==> src/rtl/alu_seq_ctrl_if.sv <==
// Command channel between a requester and alu_seq_ctrl: one ALU operation
// per valid/ready handshake, with source/destination register addresses.
interface alu_seq_ctrl_if #(
  parameter int AW = 3
);
  logic          cmd_valid;
  logic          cmd_ready;
  logic [2:0]    cmd_op;
  logic [AW-1:0] cmd_ra;
  logic [AW-1:0] cmd_rb;
  logic [AW-1:0] cmd_rd;
  logic          cmd_wb;

  modport master (
    output cmd_valid, cmd_op, cmd_ra, cmd_rb, cmd_rd, cmd_wb,
    input  cmd_ready
  );

  modport slave (
    input  cmd_valid, cmd_op, cmd_ra, cmd_rb, cmd_rd, cmd_wb,
    output cmd_ready
  );
endinterface

==> src/rtl/alu_seq_ctrl.sv <==
// Sequencer for an external combinational ALU: fetches operands from a small
// register file, captures result/flags, and optionally writes the result back.
module alu_seq_ctrl #(
  parameter int N  = 8,
  parameter int AW = 3
) (
  input  logic          clk,
  input  logic          rst_n,
  alu_seq_ctrl_if.slave cmd,
  input  logic          ld_en,
  input  logic [AW-1:0] ld_addr,
  input  logic [N-1:0]  ld_data,
  input  logic [AW-1:0] rd_addr,
  output logic [N-1:0]  rd_data,
  output logic [N-1:0]  alu_a,
  output logic [N-1:0]  alu_b,
  output logic [2:0]    alu_op,
  input  logic [N-1:0]  alu_y,
  input  logic          alu_c,
  input  logic          alu_zero,
  output logic          done,
  output logic [N-1:0]  res,
  output logic          c_flag,
  output logic          z_flag
);

  localparam int DEPTH = 1 << AW;

  typedef enum logic [1:0] {
    IDLE  = 2'd0,
    FETCH = 2'd1,
    EXEC  = 2'd2,
    WB    = 2'd3
  } state_t;

  state_t        state_r;
  logic [N-1:0]  rf_r [DEPTH];
  logic [2:0]    op_r;
  logic [AW-1:0] ra_r;
  logic [AW-1:0] rb_r;
  logic [AW-1:0] rd_r;
  logic          wb_r;

  // Host read port is a plain combinational view of the register file.
  assign rd_data = rf_r[rd_addr];

  // Controller FSM, register file and all registered outputs.
  always_ff @(posedge clk or negedge rst_n) begin
    if (!rst_n) begin
      state_r       <= IDLE;
      cmd.cmd_ready <= 1'b1;
      for (int i = 0; i < DEPTH; i++) begin
        rf_r[i] <= '0;
      end
      op_r   <= 3'd0;
      ra_r   <= '0;
      rb_r   <= '0;
      rd_r   <= '0;
      wb_r   <= 1'b0;
      alu_a  <= '0;
      alu_b  <= '0;
      alu_op <= 3'd0;
      res    <= '0;
      c_flag <= 1'b0;
      z_flag <= 1'b0;
      done   <= 1'b0;
    end else begin
      case (state_r)
        IDLE: begin
          done <= 1'b0;
          // A load in the accept cycle commits now, so FETCH sees it.
          if (ld_en) begin
            rf_r[ld_addr] <= ld_data;
          end else begin
            rf_r[ld_addr] <= rf_r[ld_addr];
          end
          if (cmd.cmd_valid) begin
            op_r          <= cmd.cmd_op;
            ra_r          <= cmd.cmd_ra;
            rb_r          <= cmd.cmd_rb;
            rd_r          <= cmd.cmd_rd;
            wb_r          <= cmd.cmd_wb;
            cmd.cmd_ready <= 1'b0;
            state_r       <= FETCH;
          end else begin
            cmd.cmd_ready <= 1'b1;
            state_r       <= IDLE;
          end
        end
        FETCH: begin
          alu_a   <= rf_r[ra_r];
          alu_b   <= rf_r[rb_r];
          alu_op  <= op_r;
          state_r <= EXEC;
        end
        EXEC: begin
          res     <= alu_y;
          c_flag  <= alu_c;
          z_flag  <= alu_zero;
          done    <= 1'b1;
          state_r <= WB;
        end
        WB: begin
          if (wb_r) begin
            rf_r[rd_r] <= res;
          end else begin
            rf_r[rd_r] <= rf_r[rd_r];
          end
          done          <= 1'b0;
          cmd.cmd_ready <= 1'b1;
          state_r       <= IDLE;
        end
        default: begin
          done          <= 1'b0;
          cmd.cmd_ready <= 1'b1;
          state_r       <= IDLE;
        end
      endcase
    end
  end

endmodule

==> src/flat_wrapper.sv <==
// flat-port wrapper written by rule: the top's interface ports become plain ports
module alu_seq_ctrl_flat 
#(
  parameter int N  = 8,
  parameter int AW = 3
)
  (clk, rst_n, ld_en, ld_addr, ld_data, rd_addr, rd_data, alu_a, alu_b, alu_op, alu_y, alu_c, alu_zero, done, res, c_flag, z_flag, cmd_cmd_valid, cmd_cmd_op, cmd_cmd_ra, cmd_cmd_rb, cmd_cmd_rd, cmd_cmd_wb, cmd_cmd_ready);
  alu_seq_ctrl_if #(.AW(AW)) cmd_i ();
  input  logic clk;
  input  logic rst_n;
  input  logic ld_en;
  input  logic [AW-1:0] ld_addr;
  input  logic [N-1:0] ld_data;
  input  logic [AW-1:0] rd_addr;
  output logic [N-1:0] rd_data;
  output logic [N-1:0] alu_a;
  output logic [N-1:0] alu_b;
  output logic [2:0] alu_op;
  input  logic [N-1:0] alu_y;
  input  logic alu_c;
  input  logic alu_zero;
  output logic done;
  output logic [N-1:0] res;
  output logic c_flag;
  output logic z_flag;
  input wire logic [$bits(cmd_i.cmd_valid)-1:0] cmd_cmd_valid;
  input wire logic [$bits(cmd_i.cmd_op)-1:0] cmd_cmd_op;
  input wire logic [$bits(cmd_i.cmd_ra)-1:0] cmd_cmd_ra;
  input wire logic [$bits(cmd_i.cmd_rb)-1:0] cmd_cmd_rb;
  input wire logic [$bits(cmd_i.cmd_rd)-1:0] cmd_cmd_rd;
  input wire logic [$bits(cmd_i.cmd_wb)-1:0] cmd_cmd_wb;
  output wire logic [$bits(cmd_i.cmd_ready)-1:0] cmd_cmd_ready;
  assign cmd_i.cmd_valid = cmd_cmd_valid;
  assign cmd_i.cmd_op = cmd_cmd_op;
  assign cmd_i.cmd_ra = cmd_cmd_ra;
  assign cmd_i.cmd_rb = cmd_cmd_rb;
  assign cmd_i.cmd_rd = cmd_cmd_rd;
  assign cmd_i.cmd_wb = cmd_cmd_wb;
  assign cmd_cmd_ready = cmd_i.cmd_ready;
  alu_seq_ctrl #(.N(N), .AW(AW)) u_core (.clk(clk), .rst_n(rst_n), .cmd(cmd_i), .ld_en(ld_en), .ld_addr(ld_addr), .ld_data(ld_data), .rd_addr(rd_addr), .rd_data(rd_data), .alu_a(alu_a), .alu_b(alu_b), .alu_op(alu_op), .alu_y(alu_y), .alu_c(alu_c), .alu_zero(alu_zero), .done(done), .res(res), .c_flag(c_flag), .z_flag(z_flag));
endmodule
==> config.mk <==
export PLATFORM = sky130hd
export DESIGN_NAME = alu_seq_ctrl_flat
export DESIGN_NICKNAME = d
export VERILOG_FILES = /design/src/rtl/alu_seq_ctrl_if.sv /design/src/rtl/alu_seq_ctrl.sv /design/src/flat_wrapper.sv
export SDC_FILE = /design/constraint.sdc
export NUM_CORES = 1
export LEC_CHECK = 0
export BUFFER_PORTS_ARGS = -buffer_cell sky130_fd_sc_hd__buf_2
export CORE_AREA = 2 2 125 127
export CTS_CLUSTER_DIAMETER = 120
export CTS_CLUSTER_SIZE = 25
export DETAILED_ROUTE_END_ITERATION = 8
export DIE_AREA = 0 0 127 129
export HOLD_SLACK_MARGIN = 0.06
export PLACE_DENSITY = 0.81
export SLEW_MARGIN = 40
export SYNTH_ARGS = -nofsm -noshare
export SYNTH_HDL_FRONTEND = slang
export SYNTH_SLANG_ARGS = --single-unit
export TNS_END_PERCENT = 50
==> constraint.sdc <==
create_clock -name clk -period 1.9 [get_ports clk]
set_input_delay 0.095 -clock clk [delete_from_list [all_inputs] [get_ports clk]]
set_output_delay 0.095 -clock clk [all_outputs]
set_load 0.01 [all_outputs]
After elaboration in Yosys (flattened, before gate mapping)
Index checks and enable logic that the tools add are counted.

Register bits after elaboration: 110. Input bits: 41. Output and inout bits: 39.

Magnitude comparators: 7. Eq/ne operators: 3. Mux-type cells: 31. Bitwise operators: 5. Reductions and logical operators: 7.

Operator list (count): bitwise mux 64 bit (4); 2-to-1 mux 64 bit (2); one-hot mux 64 bit (2 select lines) (1); binary-select mux 8 bit (select 3 bit) (5); 2-to-1 mux 8 bit (12); demux 8 bit (select 3 bit) (2); greater-or-equal comparator 4 bit (second input constant) (5); inverter 3 -> 4 bit (5); less-than comparator 4 x 1 -> 1 bit (second input constant) (2); one-hot mux 2 bit (4 select lines) (1); == test 2 bit (second input constant) (2); one-hot mux 1 bit (2 select lines) (2); nonzero test 2 bit (2); == test 2 x 1 -> 1 bit (second input constant) (1); logical AND 1 bit (2); logical NOT 2 bit (1); 2-to-1 mux 1 bit (2); AND reduction 2 bit (1); OR reduction 2 bit (1).

Longest topological paths before layout
Gate-level depths: netlist of run 1.

Depth in word-level cells: 8. Depth in mapped cells: 9. Mapped depth without buffers: 6.

Least setup slack after synthesis of run 1
Ideal clock, no wire load.

Kind: flip-flop to flip-flop. Start point: reg u_core.state_r[0]. End point: reg u_core.rf_r[24] (netlist name). Library setup time: 0.151 ns. Data arrival time: 1.857 ns. Slack: -0.108 ns. Stages on the path, launching flop included: 8. Cell sequence: dfrtp_1 -> inv_1 -> ha_1 -> clkbuf_1 -> clkbuf_1 -> nor2_1 -> o21ai_1 -> o221ai_1.

Word-level cells in the longest chain between the ends: 2. Elaborated cells between the ends (all ways): 4. Those cells by class: eq/ne: 1; mux: 1; reduce/logical: 2.

RTL lines: from (decl) (RTL line alu_seq_ctrl.sv:36) `state_t state_r;`; from (signal assigned) (RTL line alu_seq_ctrl.sv:50) `state_r <= IDLE;`; from (signal assigned) (RTL line alu_seq_ctrl.sv:84) `state_r <= FETCH;`; from (signal assigned) (RTL line alu_seq_ctrl.sv:87) `state_r <= IDLE;`; == test 2 bit / logical NOT 2 bit (equally long branches) (RTL line alu_seq_ctrl.sv:68) `case (state_r)`; one-hot mux 64 bit (2 select lines) / nonzero test 2 bit (equally long branches); to (signal, indexed assignment) (RTL line alu_seq_ctrl.sv:73) `rf_r[ld_addr] <= ld_data;`; to (signal, indexed assignment) (RTL line alu_seq_ctrl.sv:75) `rf_r[ld_addr] <= rf_r[ld_addr];`; to (signal, indexed assignment) (RTL line alu_seq_ctrl.sv:105) `rf_r[rd_r] <= res;`; to (decl) (RTL line alu_seq_ctrl.sv:37) `logic [N-1:0] rf_r [DEPTH];`.

Several ways; a longest one is shown, not always the timed one. A chain may end at the register's enable or synchronous reset.

Worst setup path in the final report of run 1
Start point: reg u_core.rd_r[2]. End point: reg u_core.rf_r[7] (netlist name).

Word-level cells in the longest chain between the ends: 8. Elaborated cells between the ends (all ways): 13. Those cells by class: order compare: 2; mux: 9; bitwise: 1; reduce/logical: 1.

RTL lines: from (decl) (RTL line alu_seq_ctrl.sv:41) `logic [AW-1:0] rd_r;`; from (signal assigned) (RTL line alu_seq_ctrl.sv:81) `rd_r <= cmd.cmd_rd;`; inverter 3 -> 4 bit (implied by the code) (*) (RTL line alu_seq_ctrl.sv:105, alu_seq_ctrl.sv:107); greater-or-equal comparator 4 bit (implied by the code) / less-than comparator 4 x 1 -> 1 bit (equally long branches) (RTL line alu_seq_ctrl.sv:105, alu_seq_ctrl.sv:107); logical AND 1 bit (implied by the code) (RTL line alu_seq_ctrl.sv:105, alu_seq_ctrl.sv:107); 2-to-1 mux 8 bit (implied by the code) (RTL line alu_seq_ctrl.sv:105, alu_seq_ctrl.sv:107); demux 8 bit (select 3 bit) (RTL line alu_seq_ctrl.sv:105, alu_seq_ctrl.sv:107); bitwise mux 64 bit, on equally long branches (RTL line alu_seq_ctrl.sv:107, alu_seq_ctrl.sv:105); 2-to-1 mux 64 bit (*) (RTL line alu_seq_ctrl.sv:104) `if (wb_r) begin`; one-hot mux 64 bit (2 select lines) (*) (RTL line alu_seq_ctrl.sv:68); to (signal, indexed assignment) (RTL line alu_seq_ctrl.sv:73); to (signal, indexed assignment) (RTL line alu_seq_ctrl.sv:105); to (signal, indexed assignment) (RTL line alu_seq_ctrl.sv:107) `rf_r[rd_r] <= rf_r[rd_r];`.

Mark *: on every way between the ends. The rest lies on a longest branch, timed or not. The select of a mux whose other input is x is not followed.

==> flow_summary.ini, run 1 <==
[sta]
max_slew.worst_pin.slew_ns = 0.719
tns_ns = -0.193
fin_crit_ns = 1.97
final_max_slew_viol_count = 0
fmax_ghz = 0.507
rsz0062_at_grt = yes
setup-violations-final = 9
max-slew-margin-rel_pct = 52.1
final.period_utilization_pct = 104
worst_clock_skew_ns = 0.00833
final_ws_setup_ns = -0.0710
final-hold-violation-count = 0

[critical_path]
worstPathArrival_ns = 2.21
criticalPathCategory = reg2reg
critical_path.cell_chain = buf_12 > mux2_2 > a221oi_2 > o31ai_4 > a32oi_1 > o21ai_0
slowest_delay_ns = 0.46
critPathCaptureType = flop
critical_path_peak_fanout = 11
critical_path.slowest_cell = dfrtp_2
worstPathRequired_ns = 2.14
worstSetupStartpointType = flop

[finish]
number_of_antenna_repair_diodes = 0
finish.instance_area_mm2 = 0.0101
layout-area-overhead-vs-synth_pct = 24.6
final_layout_size_suffix_gt1_share_pct = 37.1
final_net_count = 1020

[job]
max_cap_viol_count = 0

[floorplan]
dieArea_mm2 = 0.0164
fp.dieW_um = 127
initial_core_util_pct = 54.2
io_pins = 80
std_cell_rows = 45
vertical_die_dimension_um = 129
core_region_area_mm2 = 0.0150

[clock_network]
clkSlewWorstSetupHoldPaths_ns = 0.08
ctsLongestPathBuffers = 2
worstSkewPairLatency_ns = 0.37
cts_tree = built
cts_made_buffers = 9
cts_root_buffer = clkbuf_16
cts_num_sinks = 110
cts_max_level = 3

[detailed_routing]
drc_errors = 0
detailroute.via_count = 8064
vias_per_cell = 6.91
postRouteAntennaNets = 0
first_pass_iters = 8
wl_per_cell_um = 24.3
drt_wl_total_mm = 28.4
detailedRoute.firstIterationViolations = 1371

[global_routing]
grt.met3_usage_pct = 11.1
grt_most_used_layer = met2
gr-total-overflow = 0
global_route_wire_length_before_repair_mm = 43.6
grt_pass1_vias = 7812
global_route.usage.total_pct = 34.8
grt_start_max_net_pins = 41
met2_usage_pct = 52.9
grt.met1_usage_pct = 46.4
antenna_found_initial = 0

[yosys]
synth_enable_flop_cells = 0
synth.avg_cell_area_um2 = 9.95
post_synth_inst_count = 816
synth.cell_area_mm2 = 0.00812
yosys_cell_types = 73
postSynth.topFlopCell = dfrtp_1
synth.yosys.seq_area_share_pct = 33.9
async_flop_share_pct = 100
mapped_nets = 862
ys_warn_count = 0
postSynthRegisterBits = 110

[placement]
hpwlAfterDp_mm = 19.2
buffer_ports.inserted = 79
pre_cts_ws_ns = -0.102
globalplace.congestion = 1.01
postPlaceCellArea_mm2 = 0.00925

[min_path]
min-delay-path-class = in2reg

[power_and_ir_drop]
cellPowerDensity_mw_per_mm2 = 1840
leakage_nw = 4.18
power.ir.vdd_worst_uv = 794

[outcome]
failed_checks = setup timing
run_status = finished with violations
where the power goes:
group / internal, W / switching, W / total [W]
Sequential: 0.00357 / 0.00206 / 0.00563
Clock: 0.000900 / 0.000958 / 0.00186
Combinational: 0.00564 / 0.00554 / 0.0112
Total: 0.0101 / 0.00856 / 0.0187
cells in the final DEF (no fill, tap or decap), drive strengths merged, types with 3 or more instances in the layout:
cell type	instances
a211o	3
a21boi	4
a21o	3
a21oi	53
a221o	3
a221oi	10
a22oi	6
a31oi	42
a32oi	5
and2	5
and3	5
and3b	7
buf	189
clkbuf	10
clkinv	3
dfrtp	109
dlygate4sd3	25
ha	5
inv	19
mux2	52
mux2i	38
mux4	48
nand2	69
nand2b	7
nand3	43
nand4	3
nor2	104
nor2b	7
nor3	3
nor3b	8
o211ai	12
o21ai	31
o221ai	17
or3	4
cells in the mapped netlist (3+ instances only):
| master | number | share of area (%) |
|---|---|---|
| dfrtp_1 | 109 | 34 |
| nor2_1 | 99 | 4.6 |
| nand2_1 | 68 | 3.1 |
| a21oi_1 | 52 | 3.2 |
| mux2_2 | 50 | 6.9 |
| mux4_2 | 48 | 13 |
| nand3_1 | 43 | 2.6 |
| a31oi_1 | 42 | 3.2 |
| mux2i_1 | 38 | 4.7 |
| clkbuf_1 | 21 | 0.97 |
| inv_1 | 17 | 0.79 |
| buf_2 | 16 | 0.99 |
| o21ai_0 | 16 | 0.99 |
| o221ai_1 | 16 | 1.7 |
| o21ai_1 | 14 | 0.86 |
| buf_6 | 13 | 1.8 |
| o211ai_1 | 10 | 0.92 |
| buf_4 | 9 | 0.83 |
| a221oi_1 | 7 | 0.75 |
| and3b_1 | 7 | 0.75 |
| nand2b_1 | 7 | 0.54 |
| nor2b_1 | 7 | 0.54 |
| a22oi_1 | 6 | 0.55 |
| a32oi_1 | 5 | 0.54 |
| and2_1 | 5 | 0.39 |
| buf_1 | 5 | 0.23 |
| ha_1 | 5 | 0.77 |
| and3_1 | 4 | 0.31 |
| nor3b_2 | 4 | 0.62 |
| or3_1 | 4 | 0.31 |
| a211o_1 | 3 | 0.32 |
| a21o_1 | 3 | 0.28 |
| a221o_1 | 3 | 0.37 |
| nand4_1 | 3 | 0.23 |
| nor2_4 | 3 | 0.42 |
| nor3b_1 | 3 | 0.28 |
stage by stage:
step / std cells / utilization [%] / hold slack [ns] / total power [W]
after floorplan: 816 / - / -0.201 / 0.0116
after global placement: 1121 / 61.8 / 0.127 / 0.0150
after detailed placement: 1121 / 61.8 / 0.131 / 0.0153
after CTS: 1165 / 66.1 / 0.250 / 0.0176
after global routing: 1167 / 67.6 / 0.285 / 0.0195
final: 1167 / 67.6 / 0.257 / 0.0187
registers in the layout, indices dropped and copies added (netlist names), 2 cells and up:
| signal | flops |
|---|---|
| u_core.alu_a | 8 |
| u_core.alu_b | 8 |
| u_core.alu_op | 3 |
| u_core.op_r | 3 |
| u_core.ra_r | 3 |
| u_core.rb_r | 3 |
| u_core.rd_r | 3 |
| u_core.res | 8 |
| u_core.rf_r | 64 |
| u_core.state_r | 2 |
repair_timing:
item                       CTS  global route
resized for setup           22            48
pin swaps                    2            13
hold endpoints to repair    60             0
setup buffers                5             2
setup endpoints to repair   43            68
hold buffers                25             0
cells by family after synthesis:
family	after synthesis	synth area share [%]
fa+ha+maj	5	0.770
compound gates	204	17.2
simple gates	275	16.8
buf+inv	84	6.04
flops	110	33.9
mux	138	25.3
metal layers:
| metal | vias up | wire length, µm |
|---|---|---|
| li1 | 3392 | - |
| met3 | 124 | 4240 |
| met1 | 3845 | 10400 |
| met4 | 0 | 1280 |
| met5 | - | 0 |
| met2 | 703 | 12400 |
worst paths after layout:
check	start	to	slack, ns	cells after the start
worst min register to register	u_core.cmd.cmd_ready$_DFFE_PN1N_	u_core.cmd.cmd_ready$_DFFE_PN1N_	0.47	2
worst max register to register	u_core.rd_r[2]$_DFFE_PN0P_	u_core.rf_r[7]$_DFFE_PN0P_	-0.07	6
worst max-delay path	u_core.rd_r[2]$_DFFE_PN0P_	u_core.rf_r[7]$_DFFE_PN0P_	-0.07	6
worst min-delay path	ld_data[6]	u_core.rf_r[6]$_DFFE_PN0P_	0.26	6
max in group asynchronous	rst_n	u_core.rf_r[13]$_DFFE_PN0P_	0.93	3
min in group asynchronous	rst_n	u_core.c_flag$_DFFE_PN0P_	0.27	2
area by class of cell:
| cell class | count | area, µm² |
|---|---|---|
| clock buffers | 10 | 229 |
| clock inverters | 6 | 43.8 |
| fillers | 1097 | 4860 |
| inverters | 17 | 63.8 |
| multi-input cells | 622 | 5080 |
| flip-flops and latches | 110 | 2770 |
| well taps | 188 | 235 |
| repair buffers | 214 | 1700 |
critical path, delay by kind of cell (launching register included):
kind,cells,cell delay [ns]
compound gates,4,0.89
flops,1,0.46
mux,1,0.34
buf+inv,1,0.16
No activity file was read; power rests on OpenSTA's default activity.
==> run 2, diff against run 1 <==
- CELL_PAD_IN_SITES_DETAIL_PLACEMENT: not set -> 0
- CELL_PAD_IN_SITES_GLOBAL_PLACEMENT: not set -> 1
- CORE_AREA: 2 2 125 127 -> 2 2 141 143
- DIE_AREA: 0 0 127 129 -> 0 0 143 145
- SETUP_SLACK_MARGIN: not set -> 0.2
==> run 2 against run 1 <==
Compared with the run above: the flow still finishes with violations (setup timing); design area grew 9.3%; count of clock-buffer cells in the layout shrank 1; register-to-register slack gained 0.06 ns; setup slack gained 0.057 ns; combinational power grew 13%; sequential power shrank 2%; largest cell class unchanged.
==> flow_summary.ini, run 2 (synthesis gave the netlist of run 1 again) <==
[sta]
setup-violations-final = 3
final-hold-violation-count = 0
fmax_ghz = 0.522
max-slew-margin-rel_pct = 51.0
final_ws_setup_ns = -0.0141
tns_ns = -0.0251
worst_clock_skew_ns = 0.0100
final_max_slew_viol_count = 0
final.period_utilization_pct = 101
rsz0062_at_grt = yes
final.hold.worst_slack_ns = 0.173
fin_crit_ns = 1.91
max_slew.worst_pin.slew_ns = 0.736

[finish]
regMostFlops = u_core.rf_r
final_core_utilization_pct = 57.6
layout.cells.most_common = buf_4
final_layout_size_suffix_gt1_share_pct = 43.4
highest_count_cells_in_the_layout_ignoring_fill_and_taps = 107 x buf_4, 96 x dfrtp_1, 94 x nor2_1
number_of_antenna_repair_diodes = 0
final_net_count = 1066
layout-area-overhead-vs-synth_pct = 36.3
flip_flop_count_of_the_largest_register_all_copies_and_words_added = 64

[clock_network]
cts_tree = built
ctsLongestPathBuffers = 2
cts_root_buffer = clkbuf_16
clkSlewWorstSetupHoldPaths_ns = 0.08
cts_made_buffers = 9
cts_max_level = 3
worstSkewPairLatency_ns = 0.37
cts_num_sinks = 110

[critical_path]
critical_path.cell_chain = buf_12 > buf_6 > mux2i_1 > o211ai_1 > a221o_2 > nand2b_1 > o221ai_1
worstPathArrival_ns = 2.16
criticalPathCategory = reg2reg
slowest_delay_ns = 0.50
worstPathRequired_ns = 2.14
critical_path.slowest_cell = dfrtp_2
critPathCaptureType = flop
worstSetupStartpointType = flop
critical_path_peak_fanout = 13

[power_and_ir_drop]
flop_pwr_share_pct = 27.0
pwr-share-comb_pct = 61.9
power.ir.vdd_worst_uv = 671
cellInternalPower_w = 0.0115
power.switching_fraction_pct = 43.6
report.power.total_w = 0.0205
clockPowerShare_pct = 11.1
leakage_nw = 4.55
power_switching_w = 0.00893
cellPowerDensity_mw_per_mm2 = 1850

[detailed_routing]
detailroute.via_count = 7955
wl_per_cell_um = 23.8
vias_per_cell = 6.17
drc_errors = 0
detailedRoute.firstIterationViolations = 808
postRouteAntennaNets = 0
first_pass_iters = 5
drt_wl_total_mm = 30.7

[global_routing]
grt_pass1_vias = 7658
global_route.usage.total_pct = 29.2
grt_start_max_net_pins = 44
gr-total-overflow = 0
antenna_found_initial = 0
global_route_wire_length_before_repair_mm = 45.9

[outcome]
failed_checks = setup timing
run_status = finished with violations

[floorplan]
dieArea_mm2 = 0.0207
io_pins = 80
core_region_area_mm2 = 0.0192
vertical_die_dimension_um = 145
initial_core_util_pct = 42.3
fp.dieW_um = 143
std_cell_rows = 51

[job]
max_cap_viol_count = 0

[placement]
buffer_ports.inserted = 79
globalplace.congestion = 1.00
hpwlAfterDp_mm = 21.0

[min_path]
min-delay-path-class = in2reg
run 2: per-layer routing:
layer	GRT usage [%]	vias up	share of wire [%]
met1	41.0	3881	41
met5	0	-	0
li1	-	3496	-
met4	9.80	0	3.1
met2	43.6	511	44
met3	7.76	67	12
run 2: final cells by class:
cell class,instances,area (µm²)
fill,1636,8140
clock inverter,6,118
sequential,110,2770
tap,265,332
inverter,17,68.8
multi-input combinational,622,5290
clock buffer,9,225
timing repair buffer,260,2260
run 2: worst paths after layout:
kind                                                         end                             start  cells past startpoint  slack (ns)
worst max-delay path                 u_core.rf_r[21]$_DFFE_PN0P_        u_core.rd_r[0]$_DFFE_PN0P_                      7       -0.01
worst min-delay path                 u_core.rf_r[54]$_DFFE_PN0P_                        ld_data[6]                      5        0.17
worst max register to register       u_core.rf_r[21]$_DFFE_PN0P_        u_core.rd_r[0]$_DFFE_PN0P_                      7       -0.01
worst min register to register  u_core.cmd.cmd_ready$_DFFE_PN1N_  u_core.cmd.cmd_ready$_DFFE_PN1N_                      2        0.47
max in group asynchronous              u_core.res[6]$_DFFE_PN0P_                             rst_n                      3        0.99
min in group asynchronous             u_core.op_r[2]$_DFFE_PN0P_                             rst_n                      2        0.30
run 2: stage by stage:
step / setup slack (ns) / instances / instance area (µm²)
after global placement: -0.0352 / 1211 / 9570
after CTS: -0.00348 / 1277 / 10700
final: -0.0141 / 1289 / 11100
after detailed placement: -0.0875 / 1211 / 9570
after floorplan: 0.113 / 816 / 8190
after global routing: -0.0565 / 1289 / 11100
run 2: worst max-delay path, delay by kind of cell (launching register included):
family | cells | cell delay (ns)
and+or+nand+nor | 1 | 0.14
DFF | 1 | 0.50
muxes | 1 | 0.19
buffers and inverters | 2 | 0.29
AOI/OAI and AO/OA | 3 | 0.67
run 2: power groups by stage:
stage          Sequential (W)  Clock, W  Combinational [W]
4_1_cts               0.00537   0.00231             0.0118
6_report              0.00553   0.00227             0.0127
2_1_floorplan         0.00467         0            0.00706
5_1_grt               0.00560   0.00238             0.0135
3_5_place_dp          0.00535         0             0.0104
3_3_place_gp          0.00528         0             0.0103
run 2: repair_timing:
| action | in CTS | in global routing |
|---|---|---|
| gates cloned | 0 | 2 |
| buffers inserted | 26 | 10 |
| gates resized for setup | 98 | 41 |
| endpoints found under the setup margin | 72 | 72 |
| hold buffers | 25 | 0 |
| hold endpoints to repair | 63 | 0 |
| pin swaps | 32 | 41 |
==> run 3, diff against run 2 <==
- CORE_AREA: 2 2 141 143 -> 2 2 139 141
- CTS_BUF_LIST: not set -> sky130_fd_sc_hd__clkbuf_4 sky130_fd_sc_hd__clkbuf_8
- DIE_AREA: 0 0 143 145 -> 0 0 141 143
- PLACE_DENSITY: 0.81 -> 0.77
==> run 3 against run 2 <==
Compared with the run above: sequential cell count unchanged; sequential share of layout area down 0.74 points; largest power group unchanged; highest routed layer is now met5; the run still ends with setup timing left; critical path depth up 1; register-to-register slack worse by 0.03 ns; critical path type unchanged; worst hold slack worse by 0.037 ns; maximum frequency is 1.5% lower; non-clock buffer count up 30; power grew 3.3%; critical endpoint unchanged; clock power shrank 29%; sequential power down 3%; via count grew 2.6%.
==> flow_summary.ini, run 3 (synthesis gave the netlist of run 1 again) <==
[detailed_routing]
wl_per_cell_um = 24.4
first_pass_iters = 6
detailedRoute.firstIterationViolations = 937
vias_per_cell = 6.33
drc_errors = 0
postRouteAntennaNets = 0
drt_wl_total_mm = 31.4
detailroute.via_count = 8165

[finish]
layout.area.seq_mm2 = 0.00278
regMostFlops = u_core.rf_r
final_layout_size_suffix_gt1_share_pct = 48.9
highest_count_cells_in_the_layout_ignoring_fill_and_taps = 122 x buf_4, 85 x nor2_1, 85 x dfrtp_1
fill_cells = 1517
final_core_utilization_pct = 61.7
flip_flop_count_of_the_largest_register_all_copies_and_words_added = 64
number_of_antenna_repair_diodes = 0
layout-area-overhead-vs-synth_pct = 41.1
instances_no_fill = 1289
area_of_the_multi_input_gates_mm2 = 0.00550
layout.cells.most_common = buf_4
final_net_count = 1096

[floorplan]
std_cell_rows = 50
vertical_die_dimension_um = 143
initial_core_util_pct = 43.7
fp.dieW_um = 141
dieArea_mm2 = 0.0202
io_pins = 80
core_region_area_mm2 = 0.0186

[clock_network]
clkSlewWorstSetupHoldPaths_ns = 0.12
cts_made_buffers = 9
cts_tree = built
cts_root_buffer = clkbuf_8
cts_num_sinks = 110
worstSkewPairLatency_ns = 0.41
ctsLongestPathBuffers = 2
cts_max_level = 3

[placement]
hpwlAfterDp_mm = 20.9
globalplace.congestion = 0.950
dp_cells = 1195
buffer_ports.inserted = 79

[sta]
max-slew-margin-rel_pct = 52.3
setup-violations-final = 17
max_slew.worst_pin.slew_ns = 0.716
fin_crit_ns = 1.94
final_max_slew_viol_count = 0
final-hold-violation-count = 0
rsz0062_at_grt = yes
worst_clock_skew_ns = 0.0169
final.period_utilization_pct = 102
fmax_ghz = 0.515
final_ws_setup_ns = -0.0436
tns_ns = -0.323

[min_path]
min-delay-path-class = in2reg

[global_routing]
global_route.usage.total_pct = 31.6
global_route_wire_length_before_repair_mm = 47.9
grt_pass1_vias = 7851
grt_start_max_net_pins = 50
antenna_found_initial = 1
gr-total-overflow = 0

[outcome]
run_status = finished with violations
failed_checks = setup timing

[critical_path]
critical_path_peak_fanout = 7
critPathCaptureType = flop
worstPathArrival_ns = 2.23
worstSetupStartpointType = flop
ff2ff_setup_slack_ns = -0.04
criticalPathCategory = reg2reg
worstPathRequired_ns = 2.18

[power_and_ir_drop]
power.ir.vdd_worst_uv = 654
cellPowerDensity_mw_per_mm2 = 1850
leakage_nw = 4.70

[job]
max_cap_viol_count = 0
## run 3: cell count changes in the layout (fill, tap and decap cells not counted), moves of 9 or more
cell,change
clkbuf_16,-11
nor2_1,-9
dfrtp_1,-11
nor2_4,+10
clkbuf_8,+10
dfrtp_2,+11
buf_4,+15
## run 3: timing repair
| action | 4_1_cts | 5_1_grt |
|---|---|---|
| pin swaps | 66 | 33 |
| endpoints found under the hold margin | 104 | 0 |
| setup buffers | 41 | 10 |
| gates cloned | 2 | 0 |
| hold buffers | 25 | 0 |
| resized for setup | 178 | 36 |
| endpoints found under the setup margin | 72 | 80 |
## run 3: critical path, stage by stage (launching register included)
cell and delay, ns:
dfrtp_2 0.46, buf_12 0.15, buf_12 0.13, nor2_4 0.19, buf_12 0.13, a22oi_2 0.04
a221o_2 0.47, nand2b_4 0.12, o221ai_2 0.10
## run 3: path summary, 6_finish.rpt
check | from | endpoint | depth (start not counted)
setup / recovery | u_core.rd_r[2]$_DFFE_PN0P_ | u_core.rf_r[21]$_DFFE_PN0P_ | 8
hold / removal | ld_data[3] | u_core.rf_r[51]$_DFFE_PN0P_ | 5
setup reg to reg | u_core.rd_r[2]$_DFFE_PN0P_ | u_core.rf_r[21]$_DFFE_PN0P_ | 8
hold reg to reg | u_core.cmd.cmd_ready$_DFFE_PN1N_ | u_core.cmd.cmd_ready$_DFFE_PN1N_ | 2
max in group asynchronous | rst_n | u_core.cmd.cmd_ready$_DFFE_PN1N_ | 3
min in group asynchronous | rst_n | u_core.c_flag$_DFFE_PN0P_ | 2
## run 3: per-layer routing
layer	global-route usage, %	wire (µm)	vias up
met1	45.2	13100	3991
li1	-	-	3561
met2	47.4	13600	539
met4	8.00	771	2
met3	9.22	3890	72
met5	0	11	-
## run 3: report_power, final
group	switching (W)	internal [W]	total [W]
Clock	0.000939	0.000666	0.00161
Sequential	0.00174	0.00359	0.00534
Combinational	0.00682	0.00739	0.0142
Total	0.00950	0.0116	0.0211
## run 3: area by class of cell
class / count / area share [%]
repair buffers: 290 / 22.7
multi-input cells: 622 / 48.0
clock buffers: 10 / 1.20
well taps: 234 / 2.55
clock inverters: 6 / 0.633
flip-flops and latches: 110 / 24.3
inverters: 17 / 0.601
## run 3: through the flow
step | area (µm²) | power [W] | setup WS [ns] | hold WS, ns
global route | 11500 | 0.0222 | -0.0894 | 0.161
floorplan | 8190 | 0.0117 | 0.113 | -0.201
detailed placement | 9660 | 0.0160 | -0.0642 | 0.0725
global placement | 9660 | 0.0158 | -0.0195 | 0.0644
finish | 11500 | 0.0211 | -0.0436 | 0.137
CTS | 11200 | 0.0201 | -0.0399 | 0.129
